$ cat src/rtl/uart_tx_fifo_drain.sv
// ----------------------------------------------------------------------------
// uart_tx_fifo_drain : pops bytes from the tx fifo and serialises UART frames.
// Revision : 1.0
// ----------------------------------------------------------------------------
`default_nettype none

module uart_tx_fifo_drain #(
  parameter int DATA_WIDTH   = 8,
  parameter int CLKS_PER_BIT = 868,
  parameter int PARITY_EN    = 0,
  parameter int PARITY_ODD   = 0,
  parameter int STOP_BITS    = 1
) (
  input  logic                  clk,
  input  logic                  rst,
  input  logic                  fifo_empty,
  input  logic [DATA_WIDTH-1:0] fifo_data,
  output logic                  fifo_rd_en,
  output logic                  tx,
  output logic                  busy,
  output logic                  tx_done
);

  localparam int CNT_W = (CLKS_PER_BIT > 1) ? $clog2(CLKS_PER_BIT) : 1;
  localparam int IDX_W = $clog2(DATA_WIDTH + 1);
  localparam logic [CNT_W-1:0] CNT_LAST  = CNT_W'(CLKS_PER_BIT - 1);
  localparam logic [IDX_W-1:0] DATA_LAST = IDX_W'(DATA_WIDTH - 1);
  localparam logic [IDX_W-1:0] STOP_LAST = IDX_W'(STOP_BITS - 1);

  typedef enum logic [2:0] {
    IDLE   = 3'd0,
    REQ    = 3'd1,
    LATCH  = 3'd2,
    START  = 3'd3,
    DATA   = 3'd4,
    PARITY = 3'd5,
    STOP   = 3'd6
  } state_t;

  state_t                state_q, state_d;
  logic [CNT_W-1:0]      cnt_q, cnt_d;
  logic [IDX_W-1:0]      idx_q, idx_d;
  logic [DATA_WIDTH-1:0] shift_q, shift_d;
  logic                  parity_q, parity_d;
  logic                  tx_q, tx_d;
  logic                  rd_en_q, rd_en_d;
  logic                  busy_q, busy_d;
  logic                  done_q, done_d;
  logic                  bit_end;

  assign bit_end = (cnt_q == CNT_LAST);

  always_comb begin
    state_d  = state_q;
    cnt_d    = cnt_q;
    idx_d    = idx_q;
    shift_d  = shift_q;
    parity_d = parity_q;
    tx_d     = tx_q;
    rd_en_d  = 1'b0;
    done_d   = 1'b0;

    // Baud counter only runs while a bit is on the line.
    if (state_q == START || state_q == DATA || state_q == PARITY || state_q == STOP) begin
      cnt_d = bit_end ? '0 : cnt_q + CNT_W'(1);
    end

    case (state_q)
      IDLE: begin
        tx_d = 1'b1;
        if (!fifo_empty) begin
          rd_en_d = 1'b1;
          state_d = REQ;
        end
      end
      REQ: state_d = LATCH;
      LATCH: begin
        shift_d  = fifo_data;
        parity_d = (^fifo_data) ^ (PARITY_ODD != 0);
        tx_d     = 1'b0;
        cnt_d    = '0;
        state_d  = START;
      end
      START: begin
        if (bit_end) begin
          idx_d   = '0;
          tx_d    = shift_q[0];
          state_d = DATA;
        end
      end
      DATA: begin
        if (bit_end) begin
          if (idx_q == DATA_LAST) begin
            idx_d = '0;
            if (PARITY_EN != 0) begin
              tx_d    = parity_q;
              state_d = PARITY;
            end else begin
              tx_d    = 1'b1;
              state_d = STOP;
            end
          end else begin
            // Shift right so the next bit always sits at index 1 of the old value.
            idx_d   = idx_q + IDX_W'(1);
            tx_d    = shift_q[1];
            shift_d = {1'b0, shift_q[DATA_WIDTH-1:1]};
          end
        end
      end
      PARITY: begin
        if (bit_end) begin
          idx_d   = '0;
          tx_d    = 1'b1;
          state_d = STOP;
        end
      end
      STOP: begin
        tx_d = 1'b1;
        if (bit_end) begin
          if (idx_q == STOP_LAST) begin
            idx_d   = '0;
            done_d  = 1'b1;
            state_d = IDLE;
          end else begin
            idx_d = idx_q + IDX_W'(1);
          end
        end
      end
      default: begin
        tx_d    = 1'b1;
        state_d = IDLE;
      end
    endcase

    busy_d = (state_d != IDLE);
  end

  always_ff @(posedge clk) begin
    if (rst) begin
      state_q  <= IDLE;
      cnt_q    <= '0;
      idx_q    <= '0;
      shift_q  <= '0;
      parity_q <= 1'b0;
      tx_q     <= 1'b1;
      rd_en_q  <= 1'b0;
      busy_q   <= 1'b0;
      done_q   <= 1'b0;
    end else begin
      state_q  <= state_d;
      cnt_q    <= cnt_d;
      idx_q    <= idx_d;
      shift_q  <= shift_d;
      parity_q <= parity_d;
      tx_q     <= tx_d;
      rd_en_q  <= rd_en_d;
      busy_q   <= busy_d;
      done_q   <= done_d;
    end
  end

  assign fifo_rd_en = rd_en_q;
  assign tx         = tx_q;
  assign busy       = busy_q;
  assign tx_done    = done_q;

endmodule

`default_nettype wire

$ cat config.mk
export PLATFORM = sky130hd
export DESIGN_NAME = uart_tx_fifo_drain
export DESIGN_NICKNAME = d
export VERILOG_FILES = /design/src/rtl/uart_tx_fifo_drain.sv
export SDC_FILE = /design/constraint.sdc
export NUM_CORES = 1
export LEC_CHECK = 0
export CAP_MARGIN = 30
export CORE_MARGIN = 4
export CORE_UTILIZATION = 55
export DETAILED_ROUTE_END_ITERATION = 7
export HOLD_SLACK_MARGIN = 0.15
export PLACE_DENSITY = 0.86
export SLEW_MARGIN = 20
export SYNTH_ARGS = -nofsm -noshare
export SYNTH_HDL_FRONTEND = slang
export SYNTH_SLANG_ARGS = --single-unit
$ cat constraint.sdc
create_clock -name clk -period 2.49 [get_ports clk]
set_input_delay 0.747 -clock clk [delete_from_list [all_inputs] [get_ports clk]]
set_output_delay 0.747 -clock clk [all_outputs]
set_load 0.005 [all_outputs]
==> flow_summary_export.csv <==
group,metric,value,unit
clock_tree,tritoncts,"built",
floorplan,dieArea,3868,um^2
yosys,synth-main-ff-cell,"dfxtp_1",
power_and_ir_drop,clkPwrFrac,0.332,
placed_design,numPortBuffers,14,
sta,worstMarginPinSlew,0.4511,ns
grt,grt_pass1_vias,1301,
floorplan,initial_utilization,0.5807,
floorplan,placeableCoreArea,2781,um^2
yosys,synth_seq_cells,29,
power_and_ir_drop,p_seq_frac,0.515,
detailed_routing,dr.max_layer_used,"met4",
placed_design,post-place-ws,0.3068,ns
floorplan,ioPinCount,15,
detailed_routing,drc_errors,0,
detailed_routing,dr.pass1.iters,4,
grt,grt_overflow_total,0,
power_and_ir_drop,leakage,0.0007152,uW
detailed_routing,ant_nets,0,
worst_setup_path,crit_path_start_kind,"flop",
floorplan,rows,19,
sta,slew_viol_final,0,
clock_tree,clock_latency,0.34,ns
outcome,status,"completed",
floorplan,die_h,62.20,um
yosys,synthesis.nets,194,
sta,setup-violations-final,0,
detailed_routing,wl_met2,1515,um
sta,hold_viol,0,
detailed_routing,wl_met1,1407,um
yosys,yosysTopAreaCellShare,0.3594,
sta,fin_crit_sh,0.8251,
run,drv_cap,0,
detailed_routing,wl_met3,186,um
clock_tree,cts_max_level,2,
sta,skew,0.01655,ns
grt,antenna_found_initial,0,
clock_tree,postCtsHoldBufs,0,
power_and_ir_drop,p_per_area,540.3,nW/um^2
yosys,yosysSeqAreaShare,0.3594,
grt,grt_pass1_wl,5644,um
clock_tree,clock_path_buffers,2,
sta,slew_headroom,0.6950,
yosys,synth_edf_count,0,
sta,period_needed,2.055,ns
placed_design,dp_hpwl,2348,um
yosys,synthTopCellsByArea,"dfxtp_1 36%, nor2_1 5.3%, mux2i_1 5.0%",
placed_design,gp_congestion,0.8965,
grt,grt_usage,0.1789,
worst_setup_path,ff2ff_path_depth,6,
clock_tree,clk_pin_slew,0.10,ns
yosys,async_flop_share,0,
yosys,yosys.area.top_type,"dfxtp_1",
clock_tree,root_buffer,"clkbuf_4",
worst_setup_path,end_kind,"flop",
worst_setup_path,crit_type,"reg -> reg",
power_and_ir_drop,p_comb_frac,0.153,
worst_hold_path,hold_path_class,"reg -> reg",
yosys,synth_cells,180,
clock_tree,post-cts-setup-buffers,0,
worst_hold_path,whs_path_depth,2,
worst_setup_path,cp.required,2.74,ns
worst_setup_path,cp_max_fo,6,
grt,grt_max_degree,16,
yosys,synth_common_cells,"29 x dfxtp_1, 23 x nor2_1, 10 x a21oi_1",
detailed_routing,vias,1335,
clock_tree,cts_buffers,5,
yosys,synth_cell_types,51,
power_and_ir_drop,p_int,725.3,uW
worst_setup_path,arrival,2.31,ns
yosys,avgSynthCellArea,8.974,um^2
sta,fin_tns_setup,0,ns
layout,final_nets,209,
yosys,yosysMostFrequentCell,"dfxtp_1",
detailed_routing,routed_wl,3180,um
power_and_ir_drop,peakVddDrop,485.3,uV
power_and_ir_drop,p_sw,259.0,uW
power_and_ir_drop,swShare,0.2631,
clock_tree,cts_resized,0,
sta,layout_setup_ws,0.4354,ns
yosys,syn_area,1615,um^2
floorplan,die_w,62.20,um
detailed_routing,wl_per_cell,14.01,um
detailed_routing,avgViaCountPerCell,5.881,
layout,drive_gt1_frac,0.1276,
layout,syn_to_final_growth,12.78,%
sta,grt_setup_unrepaired,"no",
detailed_routing,drtIter0Drc,47,
layout,num_antenna_cells,0,
clock_tree,clock-sinks,29,
yosys,synth_warnings,0,
sta,fmax,0.4867,GHz
-- sequential cells by signal (all words and copies together), names as in the netlist --
signal / cells
busy: 1
cnt_q: 10
fifo_rd_en: 1
idx_q: 4
shift_q: 8
state_q: 3
tx: 1
tx_done: 1
-- placed cells by master, fill, tap and decap left out, types with 2 or more instances in the layout --
cell type        netlist  layout
nor2_1                23      23
nor3b_1                2       2
and3_1                 5       5
a211oi_2               3       3
clkdlybuf4s50_1        0      14
nor4b_1                2       2
dfxtp_1               29      29
xnor2_1                4       4
nor2b_1                2       2
nand4_1                4       4
and3b_1                2       2
or2_2                  2       2
nand2_1                9       9
a211oi_1               6       6
inv_1                  4       4
clkbuf_8               0       2
clkbuf_4               0       5
buf_4                  2       5
ha_1                   3       3
xor2_1                 5       5
nor3_1                 2       2
maj3_1                 2       2
mux2i_1                8       8
nand3_1                5       5
and2b_1                3       3
nand3b_1               2       2
a21oi_1               10      10
o21ai_0                9       9
-- path summary, 6_finish.rpt --
check | end | slack, ns | from
worst max register to register | idx_q[3]$_SDFFE_PP0P_ | 0.44 | cnt_q[0]$_SDFFE_PP0P_
worst min-delay path | shift_q[7]$_SDFFE_PP0P_ | 0.48 | shift_q[7]$_SDFFE_PP0P_
worst min register to register | shift_q[7]$_SDFFE_PP0P_ | 0.48 | shift_q[7]$_SDFFE_PP0P_
worst max-delay path | idx_q[3]$_SDFFE_PP0P_ | 0.44 | cnt_q[0]$_SDFFE_PP0P_
-- kinds of logic after synthesis --
family | Yosys count | synth area share
and+or+nand+nor | 75 | 0.2680
AOI/OAI and AO/OA | 38 | 0.1774
DFF | 29 | 0.3594
buffers and inverters | 16 | 0.06118
xor gates and xnor gates | 9 | 0.04880
muxes | 8 | 0.04958
adders and majority gates | 5 | 0.03563
-- per-stage QoR --
step                      utilization  hold slack [ns]  instances  instance area, um^2  power [uW]
after detailed placement       0.6298           0.4649        219                 1752       666.8
final                          0.6550           0.4842        227                 1822       984.3
after floorplan                     -           0.4498        180                 1615       621.0
after global routing           0.6550           0.5094        227                 1822        1033
after CTS                      0.6550           0.4845        227                 1822       994.4
after global placement         0.6298           0.4605        219                 1752       658.5
-- cell type report --
type | instances | area (um^2)
clock buffer | 7 | 65.06
clock inverter | 1 | 5.005
fill | 223 | 959.7
inverter | 5 | 18.77
multi-input combinational | 135 | 935.9
sequential | 29 | 580.6
tap | 31 | 38.79
timing repair buffer | 19 | 177.7
-- power groups by stage --
stage,Sequential [uW],Clock [uW],Combinational (uW)
after CTS,507,338,150
final,507,327,151
after floorplan,510,0,111
after detailed placement,517,0,149
after global placement,515,0,144
after global routing,510,356,167
-- per-layer routing --
metal  track usage  vias up
li1              -      680
met1        0.2027      611
met2        0.2889       37
met3       0.06126        7
met4        0.1030        0
met5             0        -
-- worst max-delay path, cell delays in order (launching register included) --
cell and delay [ns]:
dfxtp_1 0.37, ha_1 0.25, and4_4 0.26, and3_1 0.34, nand2_4 0.10, or4_1 0.51
a21oi_1 0.15
No activity file was read; power rests on OpenSTA's default activity.
